**src/rtl/pong_game_ctrl.sv**
```systemverilog
// pong_game_ctrl: game-state controller for a two-player Pong.
//
// Holds paddle and ball positions, scores and the game FSM
// (IDLE -> SERVE -> PLAY -> SCORED -> SERVE/GAMEOVER). All motion is
// advanced on frame_tick while in PLAY, and the new values appear on the
// outputs one cycle later.
//
// Ports:
//   clock_50MHz          sole clock
//   rst                  synchronous active-high reset
//   frame_tick           one-cycle pulse per frame
//   start                level; only its rising edge acts, in IDLE/GAMEOVER
//   p1_up/p1_dn          paddle 1 controls (levels)
//   p2_up/p2_dn          paddle 2 controls (levels)
//   rnd[1:0]             serve direction: [0]=1 right, [1]=1 down
//   x1,y1 / x2,y2        paddle top-left corners (x is constant)
//   xb,yb                ball top-left corner
//   score1/score2        player scores, saturate at WIN_SCORE
//   playing              high while in PLAY
//   point                one-cycle pulse when a score increments
module pong_game_ctrl #(
    parameter int unsigned SCREEN_H  = 480,
    parameter int unsigned PAD_H     = 48,
    parameter int unsigned PAD_W     = 8,
    parameter int unsigned BALL_SZ   = 8,
    parameter int unsigned P1_X      = 16,
    parameter int unsigned P2_X      = 616,
    parameter int unsigned PAD_STEP  = 4,
    parameter int unsigned BALL_STEP = 2,
    parameter int unsigned HOLD_FR   = 60,
    parameter int unsigned WIN_SCORE = 9
) (
    input  logic       clock_50MHz,
    input  logic       rst,
    input  logic       frame_tick,
    input  logic       start,
    input  logic       p1_up,
    input  logic       p1_dn,
    input  logic       p2_up,
    input  logic       p2_dn,
    input  logic [1:0] rnd,
    output logic [9:0] x1,
    output logic [9:0] y1,
    output logic [9:0] x2,
    output logic [9:0] y2,
    output logic [9:0] xb,
    output logic [9:0] yb,
    output logic [3:0] score1,
    output logic [3:0] score2,
    output logic       playing,
    output logic       point
);

    localparam int unsigned SCREEN_W = 640;
    localparam int unsigned HOLD_W   = $clog2(HOLD_FR + 1);

    // Signed 11-bit constants so that "next position" arithmetic can go
    // below zero without wrapping.
    localparam logic signed [10:0] PAD_Y_MAX   = 11'(SCREEN_H - PAD_H);
    localparam logic signed [10:0] BALL_Y_MAX  = 11'(SCREEN_H - BALL_SZ);
    localparam logic signed [10:0] BALL_X_MAX  = 11'(SCREEN_W - BALL_SZ);
    localparam logic signed [10:0] P1_FACE     = 11'(P1_X + PAD_W);
    localparam logic signed [10:0] P2_FACE     = 11'(P2_X);
    localparam logic signed [10:0] P2_BALL_X   = 11'(P2_X - BALL_SZ);
    localparam logic signed [10:0] PAD_H_S     = 11'(PAD_H);
    localparam logic signed [10:0] BALL_SZ_S   = 11'(BALL_SZ);
    localparam logic signed [10:0] PAD_STEP_S  = 11'(PAD_STEP);
    localparam logic signed [10:0] BALL_STEP_S = 11'(BALL_STEP);

    localparam logic [9:0] XB_CTR  = 10'((SCREEN_W - BALL_SZ) / 2);
    localparam logic [9:0] YB_CTR  = 10'((SCREEN_H - BALL_SZ) / 2);
    localparam logic [9:0] PAD_CTR = 10'((SCREEN_H - PAD_H) / 2);

    localparam logic [HOLD_W-1:0] HOLD_LAST = HOLD_W'(HOLD_FR - 1);
    localparam logic [3:0]        WIN_S     = 4'(WIN_SCORE);

    typedef enum logic [2:0] {
        StIdle,
        StServe,
        StPlay,
        StScored,
        StGameOver
    } state_t;

    state_t              state;
    logic                start_q;
    logic                dx;        // 1 = moving right
    logic                dy;        // 1 = moving down
    logic [HOLD_W-1:0]   hold_cnt;

    logic                start_edge;
    logic signed [10:0]  xb_s, yb_s, y1_s, y2_s;
    logic signed [10:0]  nx, ny;
    logic [9:0]          yb_n;
    logic                dy_n;
    logic                hit1, hit2, miss_left, miss_right;
    logic [9:0]          y1_n, y2_n;

    assign x1 = 10'(P1_X);
    assign x2 = 10'(P2_X);

    assign start_edge = start & ~start_q;

    function automatic logic [9:0] pad_next(input logic [9:0] y, input logic up,
                                            input logic dn);
        logic signed [10:0] t;
        t = $signed({1'b0, y});
        if (up && !dn) begin
            t = t - PAD_STEP_S;
        end else if (dn && !up) begin
            t = t + PAD_STEP_S;
        end
        if (t < 11'sd0) begin
            t = 11'sd0;
        end else if (t > PAD_Y_MAX) begin
            t = PAD_Y_MAX;
        end
        return t[9:0];
    endfunction

    always_comb begin
        xb_s = $signed({1'b0, xb});
        yb_s = $signed({1'b0, yb});
        y1_s = $signed({1'b0, y1});
        y2_s = $signed({1'b0, y2});

        nx = dx ? xb_s + BALL_STEP_S : xb_s - BALL_STEP_S;
        ny = dy ? yb_s + BALL_STEP_S : yb_s - BALL_STEP_S;

        yb_n = ny[9:0];
        dy_n = dy;
        if (ny <= 11'sd0) begin
            yb_n = '0;
            dy_n = ~dy;
        end else if (ny >= BALL_Y_MAX) begin
            yb_n = BALL_Y_MAX[9:0];
            dy_n = ~dy;
        end

        // Collision uses the ball's current y and the paddles' pre-update y.
        hit1 = !dx && (nx <= P1_FACE) &&
               (yb_s + BALL_SZ_S > y1_s) && (yb_s < y1_s + PAD_H_S);
        hit2 = dx && (nx + BALL_SZ_S >= P2_FACE) &&
               (yb_s + BALL_SZ_S > y2_s) && (yb_s < y2_s + PAD_H_S);
        miss_left  = !dx && (nx <= 11'sd0);
        miss_right = dx && (nx >= BALL_X_MAX);

        y1_n = pad_next(y1, p1_up, p1_dn);
        y2_n = pad_next(y2, p2_up, p2_dn);
    end

    always_ff @(posedge clock_50MHz) begin
        if (rst) begin
            state    <= StIdle;
            start_q  <= 1'b0;
            y1       <= PAD_CTR;
            y2       <= PAD_CTR;
            xb       <= XB_CTR;
            yb       <= YB_CTR;
            dx       <= 1'b1;
            dy       <= 1'b1;
            score1   <= '0;
            score2   <= '0;
            hold_cnt <= '0;
            playing  <= 1'b0;
            point    <= 1'b0;
        end else begin
            start_q <= start;
            point   <= 1'b0;
            unique case (state)
                StIdle: begin
                    if (start_edge) begin
                        state <= StServe;
                        xb    <= XB_CTR;
                        yb    <= YB_CTR;
                    end
                end
                StServe: begin
                    // Keep sampling rnd; the value on the leaving tick wins.
                    dx <= rnd[0];
                    dy <= rnd[1];
                    if (frame_tick) begin
                        state   <= StPlay;
                        playing <= 1'b1;
                    end
                end
                StPlay: begin
                    if (frame_tick) begin
                        y1 <= y1_n;
                        y2 <= y2_n;
                        yb <= yb_n;
                        dy <= dy_n;
                        if (hit1) begin
                            xb <= P1_FACE[9:0];
                            dx <= 1'b1;
                        end else if (hit2) begin
                            xb <= P2_BALL_X[9:0];
                            dx <= 1'b0;
                        end else if (miss_left) begin
                            xb       <= '0;
                            score2   <= (score2 < WIN_S) ? score2 + 4'd1 : score2;
                            point    <= 1'b1;
                            state    <= StScored;
                            playing  <= 1'b0;
                            hold_cnt <= '0;
                        end else if (miss_right) begin
                            xb       <= BALL_X_MAX[9:0];
                            score1   <= (score1 < WIN_S) ? score1 + 4'd1 : score1;
                            point    <= 1'b1;
                            state    <= StScored;
                            playing  <= 1'b0;
                            hold_cnt <= '0;
                        end else begin
                            xb <= nx[9:0];
                        end
                    end
                end
                StScored: begin
                    if (frame_tick) begin
                        if (hold_cnt == HOLD_LAST) begin
                            hold_cnt <= '0;
                            if (score1 == WIN_S || score2 == WIN_S) begin
                                state <= StGameOver;
                            end else begin
                                state <= StServe;
                                xb    <= XB_CTR;
                                yb    <= YB_CTR;
                            end
                        end else begin
                            hold_cnt <= hold_cnt + 1'b1;
                        end
                    end
                end
                StGameOver: begin
                    if (start_edge) begin
                        score1 <= '0;
                        score2 <= '0;
                        state  <= StServe;
                        xb     <= XB_CTR;
                        yb     <= YB_CTR;
                    end
                end
                default: begin
                    state   <= StIdle;
                    playing <= 1'b0;
                end
            endcase
        end
    end

endmodule

```
**config.mk**
```make
export PLATFORM = sky130hd
export DESIGN_NAME = pong_game_ctrl
export DESIGN_NICKNAME = d
export VERILOG_FILES = /design/src/rtl/pong_game_ctrl.sv
export SDC_FILE = /design/constraint.sdc
export NUM_CORES = 1
export LEC_CHECK = 0
export ABC_CLOCK_PERIOD_IN_PS = 2750
export BUFFER_PORTS_ARGS = -buffer_cell sky130_fd_sc_hd__buf_4
export CAP_MARGIN = 20
export CORE_ASPECT_RATIO = 0.5
export CORE_UTILIZATION = 25
export DETAILED_ROUTE_END_ITERATION = 10
export GPL_TIMING_DRIVEN = 0
export REMOVE_ABC_BUFFERS = 1
export SLEW_MARGIN = 20
export SYNTH_ARGS = -nofsm -noshare
export SYNTH_HDL_FRONTEND = slang
export SYNTH_SLANG_ARGS = --single-unit
```
**constraint.sdc**
```tcl
create_clock -name clock_50MHz -period 2.75 [get_ports clock_50MHz]
set_input_delay 0.1375 -clock clock_50MHz [delete_from_list [all_inputs] [get_ports clock_50MHz]]
set_output_delay 0.1375 -clock clock_50MHz [all_outputs]
set_load 0.02 [all_outputs]
```
# Word level (Yosys, flattened, before mapping)
# Cells that the tools add are included.
# W data, S select, Z words.
dict set report word_totals {
  ff_bits 62
  in_bits 10
  output_inout_bits 70
  elab_cells 187
}
dict set report op_classes {
  n_addsub 15
  n_lt_le_gt_ge 16
  n_eq_ne 24
  n_mux 78
  n_bitwise 6
  reduce_logical 35
}
# operator n
set op_table {}
lappend op_table {{$mux W10} 20}
lappend op_table {{$mux W11} 6}
lappend op_table {{$pmux W10 S3} 2}
lappend op_table {{$mux W4} 12}
lappend op_table {{$mux W6} 7}
lappend op_table {{$mux W3} 10}
lappend op_table {{$ne A2 B2 Y1 const B} 13}
lappend op_table {{$add A10 B2 Y11 const B} 2}
lappend op_table {{$add A10 B3 Y11 const B} 2}
lappend op_table {{$add A10 B6 Y11 const B} 2}
lappend op_table {{$ge A11 B11 Y1 const B} 2}
lappend op_table {{$gt A11 B10 Y1 const B} 2}
lappend op_table {{$gt A11 B11 Y1} 2}
lappend op_table {{$le A11 B1 Y1 const B} 2}
lappend op_table {{$lt A11 B1 Y1 const B} 2}
lappend op_table {{$lt A11 B11 Y1} 2}
lappend op_table {{$sub A10 B2 Y11 const B} 2}
lappend op_table {{$sub A10 B3 Y11 const B} 2}
lappend op_table {{$reduce_and A6 Y1} 3}
lappend op_table {{$pmux W4 S2} 2}
lappend op_table {{$reduce_and A8 Y1} 2}
lappend op_table {{$mux W1} 14}
lappend op_table {{$logic_and A1 B1 Y1} 12}
lappend op_table {{$pmux W3 S4} 1}
lappend op_table {{other kinds (30)} 48}

# Logic depth before layout (Yosys ltp)
# Gate-level depths: netlist of the first run.
dict set report depth {
  depth_word 11
  mapped_depth 14
  mapped_depth_nobuf 13
}

# Worst setup path after synthesis of the first run
# No wires, ideal clock.
dict set report synth_timing {
  kind {register -> register}
  start {reg y2[4]}
  end {reg score1[2]}
  setup_time_ns 0.122
  arrival_time_ns 3.086
  required_time_ns 2.628
  setup_slack_ns -0.459
  path_stages_with_launch 15
  n_path_buf 1
  period_less_slack_ns 3.209
  cell_sequence {dfxtp_1 clkbuf_1 inv_1 ha_1 or3_1 xnor2_1 ha_1 a21oi_1 o21ai_0 a21o_1 a22oi_1 nand3b_1 o221ai_1 or3_1 a21oi_1}
}
dict set report synth_via {
  elab_chain_len 5
  word_cells_on_any_way 7
  cone_classes {1 x add/sub; 2 x order compare; 1 x eq/ne; 3 x reduce/logical}
}
# item line_no
set synth_rtl {}
lappend synth_rtl {{start: declaration} 45} ;# output logic [9:0] y2,
lappend synth_rtl {{start signal: assignment} 190} ;# y2 <= y2_n;
lappend synth_rtl {{$add A10 B6 Y11 / $gt A11 B11 Y1 (equally long branches)} 144} ;# (yb_s + BALL_SZ_S > y2_s) && (yb_s < y2_s + PAD_H_S);
lappend synth_rtl {{$lt A11 B11 Y1 / $logic_and A1 B1 Y1 (equally long branches)} {144, 143}}
lappend synth_rtl {{$logic_and A1 B1 Y1 (*)} 144}
lappend synth_rtl {{$ne A2 B2 Y1 (no line) (*)} --}
lappend synth_rtl {{$reduce_and A8 Y1 (no line) (*)} --}
lappend synth_rtl {{end signal: assignment} 208} ;# score1 <= (score1 < WIN_S) ? score1 + 4'd1 : score1;
lappend synth_rtl {{end: declaration} 48} ;# output logic [3:0] score1,
# Every way passes the cells marked *; elsewhere a longest branch is shown, timed or not.
# A chain may end at the register's enable or synchronous reset.

# Worst setup path after layout of the first run
dict set report layout_timing {
  start {reg dx}
  end {reg xb[1]}
}
dict set report layout_via {
  elab_chain_len 10
  word_cells_on_any_way 21
  cone_classes {1 x add/sub; 4 x order compare; 7 x mux; 9 x reduce/logical}
}
# item line_no
set layout_rtl {}
lappend layout_rtl {{start: declaration} 87} ;# logic dx;
lappend layout_rtl {{start signal: assignment} 180} ;# dx <= rnd[0];
lappend layout_rtl {{$mux W11} 127} ;# nx = dx ? xb_s + BALL_STEP_S : xb_s - BALL_STEP_S;
lappend layout_rtl {{$add A11 B5 Y11} 143} ;# hit2 = dx && (nx + BALL_SZ_S >= P2_FACE) &&
lappend layout_rtl {{$ge A11 B11 Y1} 143}
lappend layout_rtl {{$logic_and A1 B1 Y1 (2 in series)} 143}
lappend layout_rtl {{$logic_and A1 B1 Y1} 144}
lappend layout_rtl {{$mux W10} 196} ;# end else if (hit2) begin
lappend layout_rtl {{$mux W10 (*)} 193} ;# if (hit1) begin
lappend layout_rtl {{$mux W10 (*)} 188} ;# if (frame_tick) begin
lappend layout_rtl {{$pmux W10 S3 (*)} 170} ;# unique case (state)
lappend layout_rtl {{end signal: assignment} 194} ;# xb <= P1_FACE[9:0];
lappend layout_rtl {{end signal: assignment} 197} ;# xb <= P2_BALL_X[9:0];
lappend layout_rtl {{end signal: assignment} 207} ;# xb <= BALL_X_MAX[9:0];
lappend layout_rtl {{end: declaration} 46} ;# output logic [9:0] xb,
# Every way passes the cells marked *; elsewhere a longest branch is shown, timed or not. The select of a mux whose other input is x is not followed.

==> run summary, run 1 <==
=================================================================================================================
Worst max-slew margin expressed relative to the limit                                                      0.3732
Crit path buffers/inverters                                                                                     6
Clock transition at the register clock pins on the worst setup and hold paths after CTS                     80 ps
Part of the total power dissipated in the clock network                                                     0.149
Maximum single-stage delay on the critical path                                                            370 ps
Status                                                                                               finished, violations left
Actual slew at the worst max-slew pin                                                                    939.1 ps
Area of all sequential standard cells                                                                  1164 sq um
Antenna Violating Nets Remaining                                                                                0
Number of cells traversed by the worst register-to-register path                                               15
Family with the most delay on the worst path                                                         buffers and inverters
Die X-Extent                                                                                             214.1 um
Clk Tree Root Cell                                                                                      clkbuf_16
Register share of total power                                                                               0.195
Combinational share of power                                                                                0.655
Hold Path Origin                                                                                            start
Worst clock skew                                                                                         9.035 ps
Clock tree from TritonCTS                                                                                    done
Power density normalized to cell area                                                                638.9 nW/um^2
Count of input and output buffers                                                                              53
Leakage                                                                                                  2.989 nW
Critical path arrival                                                                                     3400 ps
Post-Synth XOR/XNOR Area                                                                                  0.05117
Vias post-DR                                                                                                 5943
Area of the placeable core                                                                            21870 sq um
Post-Layout Cell Count                                                                                       1128
DRT Wirelength                                                                                           18710 um
Reg2Reg Capture Point                                                                                       xb[1]
Sum of overflow across all layers after global routing                                                          0
R2r setup slk                                                                                             -400 ps
Die area                                                                                              23140 sq um
Post-layout nets                                                                                              901
Max Fanout on Critical Path                                                                                     5
Remaining routing DRC violations                                                                                0
Proportion of synthesized area in mux cells                                                               0.01090
Post-synth top flop                                                                                       dfxtp_1
Power, Total                                                                                           0.005010 W
Critical Path Most Common Cell                                                                              buf_4
Detail-routed via count per cell                                                                            5.269
Tightest Hold Check Type                                                                             input pin to flip-flop
Hold-fix buffers at CTS                                                                                         0
Simple-gate portion of the synthesized area                                                                0.2329
Instance count along the most critical hold path                                                                2
Violated checks                                                                                      setup timing
Maximum frequency from static timing analysis                                                          0.3178 GHz
Cell types occupying the most area after synthesis                                                   dfxtp_1 (20%), ha_1 (14%), o21ai_0 (4.6%), a21oi_1 (4.3%), nor2_1 (3.9%)
Distinct cells, synth                                                                                          89
Post-synthesis cell type with the largest combined area                                                   dfxtp_1
Wire length per cell                                                                                     16.59 um
Proportion of synthesized chip area in sequential cells                                                    0.1993
Setup Crit Path Kind                                                                                 flip-flop to flip-flop
Proportion of register bits with asynchronous set or reset after synthesis                                      0
Leading post-synthesis cells by instance count                                                       ha_1 (62), nor2_1 (58), nand2_1 (57)
Cell internal pwr                                                                                      0.002773 W
Number of standard-cell rows in the floorplan                                                                  38
Share of the synthesized area in compound gates (AO/OA/AOI/OAI)                                            0.2883
Instance area after placement                                                                          6217 sq um
Final Hold Viols                                                                                                0
Arithmetic-cell share of the synthesized area counting full adders, half adders and majority gates         0.1451
Worst-case setup margin in the final layout                                                             -396.4 ps
GRT Resource Usage Total                                                                                   0.1517
Initial antenna violation count                                                                                 0
Antenna diodes                                                                                                  0
Synth top area share                                                                                       0.1993
# placed instances                                                                                           1047
Initial cell density of the core                                                                           0.2572
Total count of max-transition violations in the final report                                                    0
Worst IR Drop VDD                                                                                     0.0003176 V
Type of destination of the critical path                                                                flip-flop
Fraction of power spent switching nets                                                                     0.4466
Sinks on the clock net                                                                                         56
Synthesis Warnings                                                                                              0
Max Cap Viol                                                                                                    0
Longest Clk Path Bufs                                                                                           2
CP cell instances                                                                                    clkinvlp_4 -> buf_4 -> buf_6 -> ha_4 -> buf_4 -> a21oi_4 -> o31ai_4 -> xor2_2 -> buf_4 -> o21ai_1 -> o2bb2ai_4 -> buf_4 -> nor2_4 -> nor4_2 -> mux2_2
Clock network latency to the later pin of the worst-skew pair                                              310 ps
Library cell with the highest instance count after synthesis                                                 ha_1
Net switching component of the power                                                                   0.002237 W
Area growth from synthesis to final layout                                                                 39.42%
Hold slack final                                                                                         56.65 ps
Count of boundary I/O pins                                                                                     80
Slowest-stage cell, CP                                                                                    dfxtp_4
Setup-violating endpoint count in the final report                                                             29
Type of origin of the critical path                                                                     flip-flop
Die outline height                                                                                       108.1 um
Critical path depth                                                                                            15
Layout filler cell count                                                                                     2220
Area used by multi-input combinational logic                                                           4926 sq um
Mean instance size in the synthesized netlist                                                         7.833 sq um
Pin count of the biggest net entering global routing                                                           31
Yosys reg bits                                                                                                 56
Worst EP required                                                                                         3000 ps
Capture endpoint of the worst hold path                                                                   start_q
Area of the mapped netlist                                                                             5624 sq um
Placed wire-length estimate                                                                              12010 um
Combinational family with the most area after synthesis                                              compound AO/OA/AOI/OAI gates
Global-route wire length before repair                                                                   28950 um
Number of optimization iterations in the first detailed-route pass                                              5
Critical R2R Launch                                                                                            dx
Final clock period utilization by the worst path                                                            1.144
Final Cell Area                                                                                        7841 sq um
Via count of the first global-routing pass                                                                   5700
Number of synthesized flops with an enable pin                                                                  0
Clock buffers created by TritonCTS                                                                              5
Total number of H-tree levels                                                                                   2
Proportion of layout cells with a drive suffix above 1                                                     0.3285
Final weighted congestion of routability-driven global placement                                           0.8957
Iteration-0 DRC count of the detailed router                                                                  384
Minimum clock period                                                                                      3146 ps
Synthesized instance count                                                                                    718
Unrepaired setup endpoints after global routing                                                               yes
=================================================================================================================
## power by group through the flow
stage	combinational, W	clock, W	sequential (W)
floorplan	0.00149	0	0.000997
global placement	0.00195	0	0.000995
detailed placement	0.00200	0	0.000996
CTS	0.00280	0.000762	0.000974
global route	0.00351	0.000786	0.000988
finish	0.00328	0.000748	0.000979
## sequential cells by signal, indices dropped and copies added, names as in the netlist, 3 cells and up
register / count
hold_cnt: 6
xb: 9
yb: 9
score2: 4
score1: 4
y2: 8
state: 3
y1: 8
## kinds of logic (layout without fill, tap and decap cells)
family | Yosys count | count (layout)
buffers and inverters | 80 | 165
XOR/XNOR | 32 | 32
flip-flops | 56 | 56
multiplexers | 6 | 6
adder cells (fa/ha/maj) | 64 | 64
AND/OR/NAND/NOR | 250 | 251
other | 2 | 26
AO/OA/AOI/OAI | 228 | 228
## worst max path at each step
stage / start / end
2_1_floorplan: y2[4] / score1[2]
3_3_place_gp: y2[4] / score1[2]
3_5_place_dp: y2[4] / score1[2]
4_1_cts: dx / score2[0]
5_1_grt: dx / xb[1]
6_report: dx / xb[1]
## placed cells by master (no fill, tap or decap), types with 12 or more instances in the layout
master / synthesis / final
a21oi_1: 48 / 40
dfxtp_1: 56 / 40
nor3_1: 16 / 16
nor2_1: 58 / 53
ha_1: 62 / 45
nand2_1: 57 / 53
conb_1: 2 / 26
buf_6: 0 / 18
inv_1: 29 / 22
nand3_1: 26 / 23
buf_4: 26 / 102
xnor2_1: 23 / 21
o21ai_0: 52 / 36
o211ai_1: 12 / 12
nor2b_1: 13 / 13
## worst register-to-register path, cell delays in order, from the launching register on
cell	delay (ps)
dfxtp_4	370
clkinvlp_4	170
buf_4	180
buf_6	110
ha_4	230
buf_4	150
a21oi_4	160
o31ai_4	120
xor2_2	250
buf_4	180
o21ai_1	110
o2bb2ai_4	300
buf_4	180
nor2_4	40
nor4_2	300
mux2_2	230
## timing repair
item,4_1_cts,5_1_grt
pin swaps,58,26
cloned,1,1
endpoints found under the setup margin,41,38
resized for setup,131,60
setup buffers,51,23
## area by class of cell
class	count	area share
inverters	31	0.01580
clock inverters	2	0.004468
clock buffers	6	0.01644
repair buffers	126	0.1388
flip-flops and latches	56	0.1484
well taps	300	0.04787
multi-input cells	607	0.6282
## metal layers
layer / track usage / part of all wire / wire [um] / up-vias
li1: - / - / - / 2856
met1: 0.1890 / 0.43 / 8073 / 2861
met2: 0.2737 / 0.49 / 9231 / 184
met3: 0.02447 / 0.053 / 999 / 42
met4: 0.03929 / 0.022 / 406 / 0
met5: 0 / 0 / 0 / -
## through the flow
| stage | TNS, ps | util | worst slack [ps] |
|---|---|---|---|
| 2_1_floorplan | -5009 | - | -332.3 |
| 4_1_cts | -4495 | 0.3390 | -233.5 |
| 5_1_grt | -11790 | 0.3585 | -518.9 |
| 3_5_place_dp | -21110 | 0.2843 | -838.0 |
| 6_report | -8270 | 0.3585 | -396.4 |
| 3_3_place_gp | -20850 | 0.2837 | -784.2 |
Note: power is estimated with default switching activity, not from simulation.
==> run 2, diff against run 1 <==
Settings changed: ABC_CLOCK_PERIOD_IN_PS 2750 to 3600, CTS_CLUSTER_DIAMETER from default to 100.
Clock period 2.75 ns to 3.6 ns, I/O delays scaled along.
==> run summary, run 2 (same netlist as run 1, synthesis figures left out) <==
======================================================================================================
Max Cap Viol                                                                                         0   unchanged
Antenna diodes                                                                                       0   unchanged
Number of standard-cell rows in the floorplan                                                       38   unchanged
Final Cell Area                                                                             6415 sq um   was 7841 sq um
Max Fanout on Critical Path                                                                         15   was 5
Post-layout nets                                                                                   828   was 901
Type of destination of the critical path                                                     flip-flop   unchanged
Area growth from synthesis to final layout                                                      14.06%   was 39.42%
Proportion of layout cells with a drive suffix above 1                                          0.1298   was 0.3285
Final Hold Viols                                                                                     0   unchanged
Minimum clock period                                                                           3490 ps   was 3146 ps
Die area                                                                                   23140 sq um   unchanged
Critical path arrival                                                                          3720 ps   was 3400 ps
Count of input and output buffers                                                                   53   unchanged
Pin count of the biggest net entering global routing                                                31   unchanged
Power density normalized to cell area                                                     449.1 nW/um^2   was 638.9 nW/um^2
Wire length per cell                                                                          15.18 um   was 16.59 um
Iteration-0 DRC count of the detailed router                                                       341   was 384
Detail-routed via count per cell                                                                 5.153   was 5.269
Longest Clk Path Bufs                                                                                2   unchanged
Vias post-DR                                                                                      5436   was 5943
Clock network latency to the later pin of the worst-skew pair                                   300 ps   was 310 ps
Number of optimization iterations in the first detailed-route pass                                   4   was 5
Area of the placeable core                                                                 21870 sq um   unchanged
Maximum frequency from static timing analysis                                               0.2865 GHz   was 0.3178 GHz
Actual slew at the worst max-slew pin                                                         902.9 ps   was 939.1 ps
Sum of overflow across all layers after global routing                                               0   unchanged
Unrepaired setup endpoints after global routing                                                    yes   unchanged
Worst max-slew margin expressed relative to the limit                                           0.3974   was 0.3732
Post-Layout Cell Count                                                                            1055   was 1128
Status                                                                                    complete, no violations   was finished, violations left
Global-route wire length before repair                                                        26150 um   was 28950 um
Type of origin of the critical path                                                          flip-flop   unchanged
Worst clock skew                                                                              4.820 ps   was 9.035 ps
Setup-violating endpoint count in the final report                                                   0   was 29
Area of all sequential standard cells                                                       1124 sq um   was 1164 sq um
Hold-fix buffers at CTS                                                                              0   unchanged
Antenna Violating Nets Remaining                                                                     0   unchanged
Hold slack final                                                                              101.1 ps   was 56.65 ps
Initial antenna violation count                                                                      0   unchanged
Layout filler cell count                                                                          2379   was 2220
Total count of max-transition violations in the final report                                         0   unchanged
Total number of H-tree levels                                                                        2   unchanged
Clock tree from TritonCTS                                                                         done   unchanged
DRT Wirelength                                                                                16010 um   was 18710 um
Tightest Hold Check Type                                                                  input pin to flip-flop   unchanged
Worst EP required                                                                              3830 ps   was 3000 ps
Placed wire-length estimate                                                                   12010 um   unchanged
Largest regs                                                                              xb: 9 flops, yb: 9 flops   unchanged
Clk Tree Root Cell                                                                           clkbuf_16   unchanged
Via count of the first global-routing pass                                                        5156   was 5700
Clock transition at the register clock pins on the worst setup and hold paths after CTS          70 ps   was 80 ps
Leakage                                                                                       2.531 nW   was 2.989 nW
Clock buffers created by TritonCTS                                                                   5   unchanged
Most frequent cells in the layout                                                         ha_1 (62), nor2_1 (58), nand2_1 (56)   was buf_4 (102), nand2_1 (53), nor2_1 (53)
Initial cell density of the core                                                                0.2572   unchanged
Die X-Extent                                                                                  214.1 um   unchanged
GRT Resource Usage Total                                                                        0.1361   was 0.1517
Final clock period utilization by the worst path                                                0.9695   was 1.144
Final weighted congestion of routability-driven global placement                                0.8957   unchanged
Setup Crit Path Kind                                                                      flip-flop to flip-flop   unchanged
Number of post-CTS setup repair buffers                                                              0   was 51
Sinks on the clock net                                                                              56   unchanged
Remaining routing DRC violations                                                                     0   unchanged
Count of boundary I/O pins                                                                          80   unchanged
# placed instances                                                                                1047   unchanged
Most frequent standard cell in the layout excluding fill and tap cells                            ha_1   was buf_4
Die outline height                                                                            108.1 um   unchanged
Utilization after layout                                                                        0.2933   was 0.3585
Worst IR Drop VDD                                                                          0.0002084 V   was 0.0003176 V
Power, Total                                                                                0.002881 W   was 0.005010 W
Instance area after placement                                                               6217 sq um   unchanged
Area used by multi-input combinational logic                                                4230 sq um   was 4926 sq um
======================================================================================================
## run 2: changes by cell type in the layout (fill, tap and decap cells not counted), sizes merged
cell,previous run,this run
buf,125,54
inv,28,30
clkbuf,7,6
nor3,19,18
clkinvlp,2,0
## run 2: report_power, final
group | leakage, nW | switching (W) | internal [W]
combinational | 2.00 | 0.000977 | 0.000593
clock | 0.0808 | 0.000236 | 0.000328
sequential | 0.454 | 0.0000892 | 0.000657
## run 2: final cells by class
class	count	share of cell area
multi-input combinational	606	0.6595
sequential	56	0.1752
timing repair buffer	54	0.06319
tap	300	0.05851
clock buffer	6	0.02009
inverter	31	0.01814
clock inverter	2	0.005461
## run 2: what timing repair did
action	4_1_cts	5_1_grt
setup endpoints to repair	1	23
resized for setup	1	7
pin swaps	0	0
## run 2: routing by layer
layer  share of wire  global-route usage  up-vias
li1                -                   -     2709
met1            0.48              0.1783     2613
met2            0.47              0.2398      104
met3           0.042             0.01969       10
met4          0.0069             0.02551        0
met5               0                   0        -
## run 2: per-stage QoR
stage	setup WS, ps	setup TNS (ps)
floorplan	517.7	0
global placement	65.82	0
detailed placement	11.99	0
CTS	84.14	0
global route	-89.54	-184.1
finish	109.8	0
## run 2: worst paths after layout
path,depth (start not counted),startpoint,slack (ps),endpoint
worst max-delay path,10,dx,110,score2[2]
worst min register to register,2,xb[6],490,xb[6]
worst max register to register,10,dx,110,score2[2]
worst min-delay path,2,start,100,start_q
## run 2: critical path: stages (launching register included)
cell	delay [ps]
dfxtp_1	400
inv_1	270
fa_1	500
a211oi_2	340
nor2_1	100
xor2_1	420
nand3_2	210
o2bb2ai_2	320
o21ai_1	200
or4_1	500
a21oi_1	150
==> run 3, diff against run 2 <==
Settings changed: ABC_AREA from default to 1, ABC_CLOCK_PERIOD_IN_PS 3600 to default.
==> run summary, run 3 <==
======================================================================================================
Status                                                                                    complete, no violations   unchanged
Worst max-slew margin expressed relative to the limit                                           0.3881   was 0.3974
Hold-fix buffers at CTS                                                                              0   unchanged
Area used by multi-input combinational logic                                                3901 sq um   was 4230 sq um
Die X-Extent                                                                                  214.1 um   about the same
Antenna diodes                                                                                       0   unchanged
Type of destination of the critical path                                                     flip-flop   unchanged
Instance area after placement                                                               6238 sq um   was 6217 sq um
Die outline height                                                                            108.0 um   was 108.1 um
Yosys reg bits                                                                                      56   unchanged
Mean instance size in the synthesized netlist                                              6.560 sq um   was 7.833 sq um
Number of synthesized flops with an enable pin                                                       0   unchanged
Area growth from synthesis to final layout                                                      13.87%   was 14.06%
Area of the mapped netlist                                                                  5622 sq um   was 5624 sq um
Actual slew at the worst max-slew pin                                                         916.8 ps   was 902.9 ps
Final weighted congestion of routability-driven global placement                                0.8484   was 0.8957
Worst-case setup margin in the final layout                                                   377.3 ps   was 109.8 ps
Type of origin of the critical path                                                          flip-flop   unchanged
Tightest Hold Check Type                                                                  input pin to flip-flop   unchanged
Count of input and output buffers                                                                   53   unchanged
Maximum frequency from static timing analysis                                               0.3103 GHz   was 0.2865 GHz
Most frequent standard cell in the layout excluding fill and tap cells                         nand2_1   was ha_1
Post-synth top flop                                                                            dfxtp_1   unchanged
Clock buffers created by TritonCTS                                                                   5   unchanged
Max Fanout on Critical Path                                                                         17   was 15
Worst IR Drop VDD                                                                          0.0002528 V   was 0.0002084 V
Clock network latency to the later pin of the worst-skew pair                                   310 ps   was 300 ps
Most frequent cells in the layout                                                         nand2_1 (224), inv_1 (110), a21oi_1 (62), ha_1 (62), nor2_1 (55)   was ha_1 (62), nor2_1 (58), nand2_1 (56)
Total number of H-tree levels                                                                        2   unchanged
Vias post-DR                                                                                      5476   was 5436
Longest Clk Path Bufs                                                                                2   unchanged
Post-layout nets                                                                                   978   was 828
Count of boundary I/O pins                                                                          80   unchanged
Die area                                                                                   23130 sq um   was 23140 sq um
Worst clock skew                                                                              9.689 ps   was 4.820 ps
Detail-routed via count per cell                                                                 4.544   was 5.153
Pin count of the biggest net entering global routing                                                35   was 31
Unrepaired setup endpoints after global routing                                                     no   was yes
Leakage                                                                                       3.171 nW   was 2.531 nW
Post-Layout Cell Count                                                                            1205   was 1055
Total count of max-transition violations in the final report                                         0   unchanged
Iteration-0 DRC count of the detailed router                                                       281   was 341
Hold slack final                                                                              105.5 ps   was 101.1 ps
Cell types occupying the most area after synthesis                                        dfxtp_1 (20%), nand2_1 (15%), ha_1 (14%), inv_1 (7.3%), a21oi_1 (5.5%)   was dfxtp_1 (20%), ha_1 (14%), o21ai_0 (4.6%), a21oi_1 (4.3%), nor2_1 (3.9%)
Clock tree from TritonCTS                                                                         done   unchanged
Proportion of synthesized chip area in sequential cells                                         0.1994   was 0.1993
Proportion of layout cells with a drive suffix above 1                                          0.1227   was 0.1298
Distinct cells, synth                                                                               48   was 89
Sinks on the clock net                                                                              56   unchanged
Initial antenna violation count                                                                      0   unchanged
Sum of overflow across all layers after global routing                                               0   unchanged
Post-placement worst setup slack                                                             -505.6 ps   was 11.99 ps
Area of all sequential standard cells                                                       1124 sq um   unchanged
Number of optimization iterations in the first detailed-route pass                                   5   was 4
Proportion of register bits with asynchronous set or reset after synthesis                           0   unchanged
Wire length per cell                                                                          12.66 um   was 15.18 um
Clock transition at the register clock pins on the worst setup and hold paths after CTS          90 ps   was 70 ps
Max Cap Viol                                                                                         0   unchanged
Worst EP required                                                                              3770 ps   was 3830 ps
Synthesized instance count                                                                         857   was 718
Post-synthesis cell type with the largest combined area                                        dfxtp_1   unchanged
Number of standard-cell rows in the floorplan                                                       38   unchanged
# placed instances                                                                                1197   was 1047
Largest regs                                                                              xb: 9 flops, yb: 9 flops   unchanged
Number of post-CTS setup repair buffers                                                              0   unchanged
Minimum clock period                                                                           3223 ps   was 3490 ps
Synth top area share                                                                            0.1994   was 0.1993
Via count of the first global-routing pass                                                        5275   was 5156
Final Cell Area                                                                             6401 sq um   was 6415 sq um
GRT Resource Usage Total                                                                        0.1337   was 0.1361
Area of the placeable core                                                                 21870 sq um   unchanged
Final clock period utilization by the worst path                                                0.8952   was 0.9695
Setup Crit Path Kind                                                                      flip-flop to flip-flop   unchanged
Sum of negative setup slack                                                                       0 ps   unchanged
Post-cts gate resize count                                                                           2   was 1
Layout filler cell count                                                                          2439   was 2379
Remaining routing DRC violations                                                                     0   unchanged
Synthesis Warnings                                                                                   0   unchanged
Placed wire-length estimate                                                                   11890 um   was 12010 um
Setup-violating endpoint count in the final report                                                   0   unchanged
DRT Wirelength                                                                                15260 um   was 16010 um
Leading post-synthesis cells by instance count                                            nand2_1 (224), inv_1 (110), a21oi_1 (62), ha_1 (62)   was ha_1 (62), nor2_1 (58), nand2_1 (57)
Power density normalized to cell area                                                     661.8 nW/um^2   was 449.1 nW/um^2
Clk Tree Root Cell                                                                           clkbuf_16   unchanged
Critical path arrival                                                                          3390 ps   was 3720 ps
Final Hold Viols                                                                                     0   unchanged
Global-route wire length before repair                                                        25300 um   was 26150 um
Antenna Violating Nets Remaining                                                                     0   unchanged
Library cell with the highest instance count after synthesis                                   nand2_1   was ha_1
Initial cell density of the core                                                                0.2570   was 0.2572
======================================================================================================
## run 3: stage by stage
step	total power, W	utilization
after floorplan	0.002988	-
after global placement	0.003639	0.2852
after detailed placement	0.003698	0.2852
after CTS	0.004251	0.2926
after global routing	0.004683	0.2927
final	0.004237	0.2927
## run 3: power by group
group          internal [W]  switching (W)
clock              0.000266       0.000274
combinational      0.000972        0.00182
sequential         0.000730       0.000171
## run 3: routing by layer
metal / global-route usage / part of all wire
met1: 0.1631 / 0.47
met2: 0.2477 / 0.48
met3: 0.02475 / 0.041
met4: 0.02449 / 0.0092
met5: 0 / 0
## run 3: cell type report
class                      count  share of cell area
multi-input combinational    668              0.6095
sequential                    56              0.1755
inverter                     120             0.07037
timing repair buffer          53             0.06216
tap                          300             0.05864
clock buffer                   5             0.01955
clock inverter                 3            0.004300
## run 3: path summary, 6_finish.rpt
| check | startpoint | endpoint | slack, ps | depth (start not counted) |
|---|---|---|---|---|
| max reg2reg | state[1] | xb[8] | 380 | 9 |
| min | start | start_q | 110 | 3 |
| min reg2reg | xb[6] | xb[6] | 490 | 2 |
| max | state[1] | xb[8] | 380 | 9 |
## run 3: logic make-up after synthesis
family | Yosys count | share of synthesized area
other | 2 | 0.001336
XOR/XNOR | 36 | 0.05609
AND/OR/NAND/NOR | 405 | 0.3319
buffers and inverters | 157 | 0.1240
adder cells (fa/ha/maj) | 64 | 0.1451
AO/OA/AOI/OAI | 137 | 0.1422
flip-flops | 56 | 0.1994
## run 3: critical path, stage by stage (launching register included)
cell,delay (ps)
dfxtp_1,350
inv_1,60
nor2_1,190
inv_2,80
nor2_2,570
inv_1,370
nor2_4,530
clkinv_1,590
o22ai_1,260
nand2_1,60
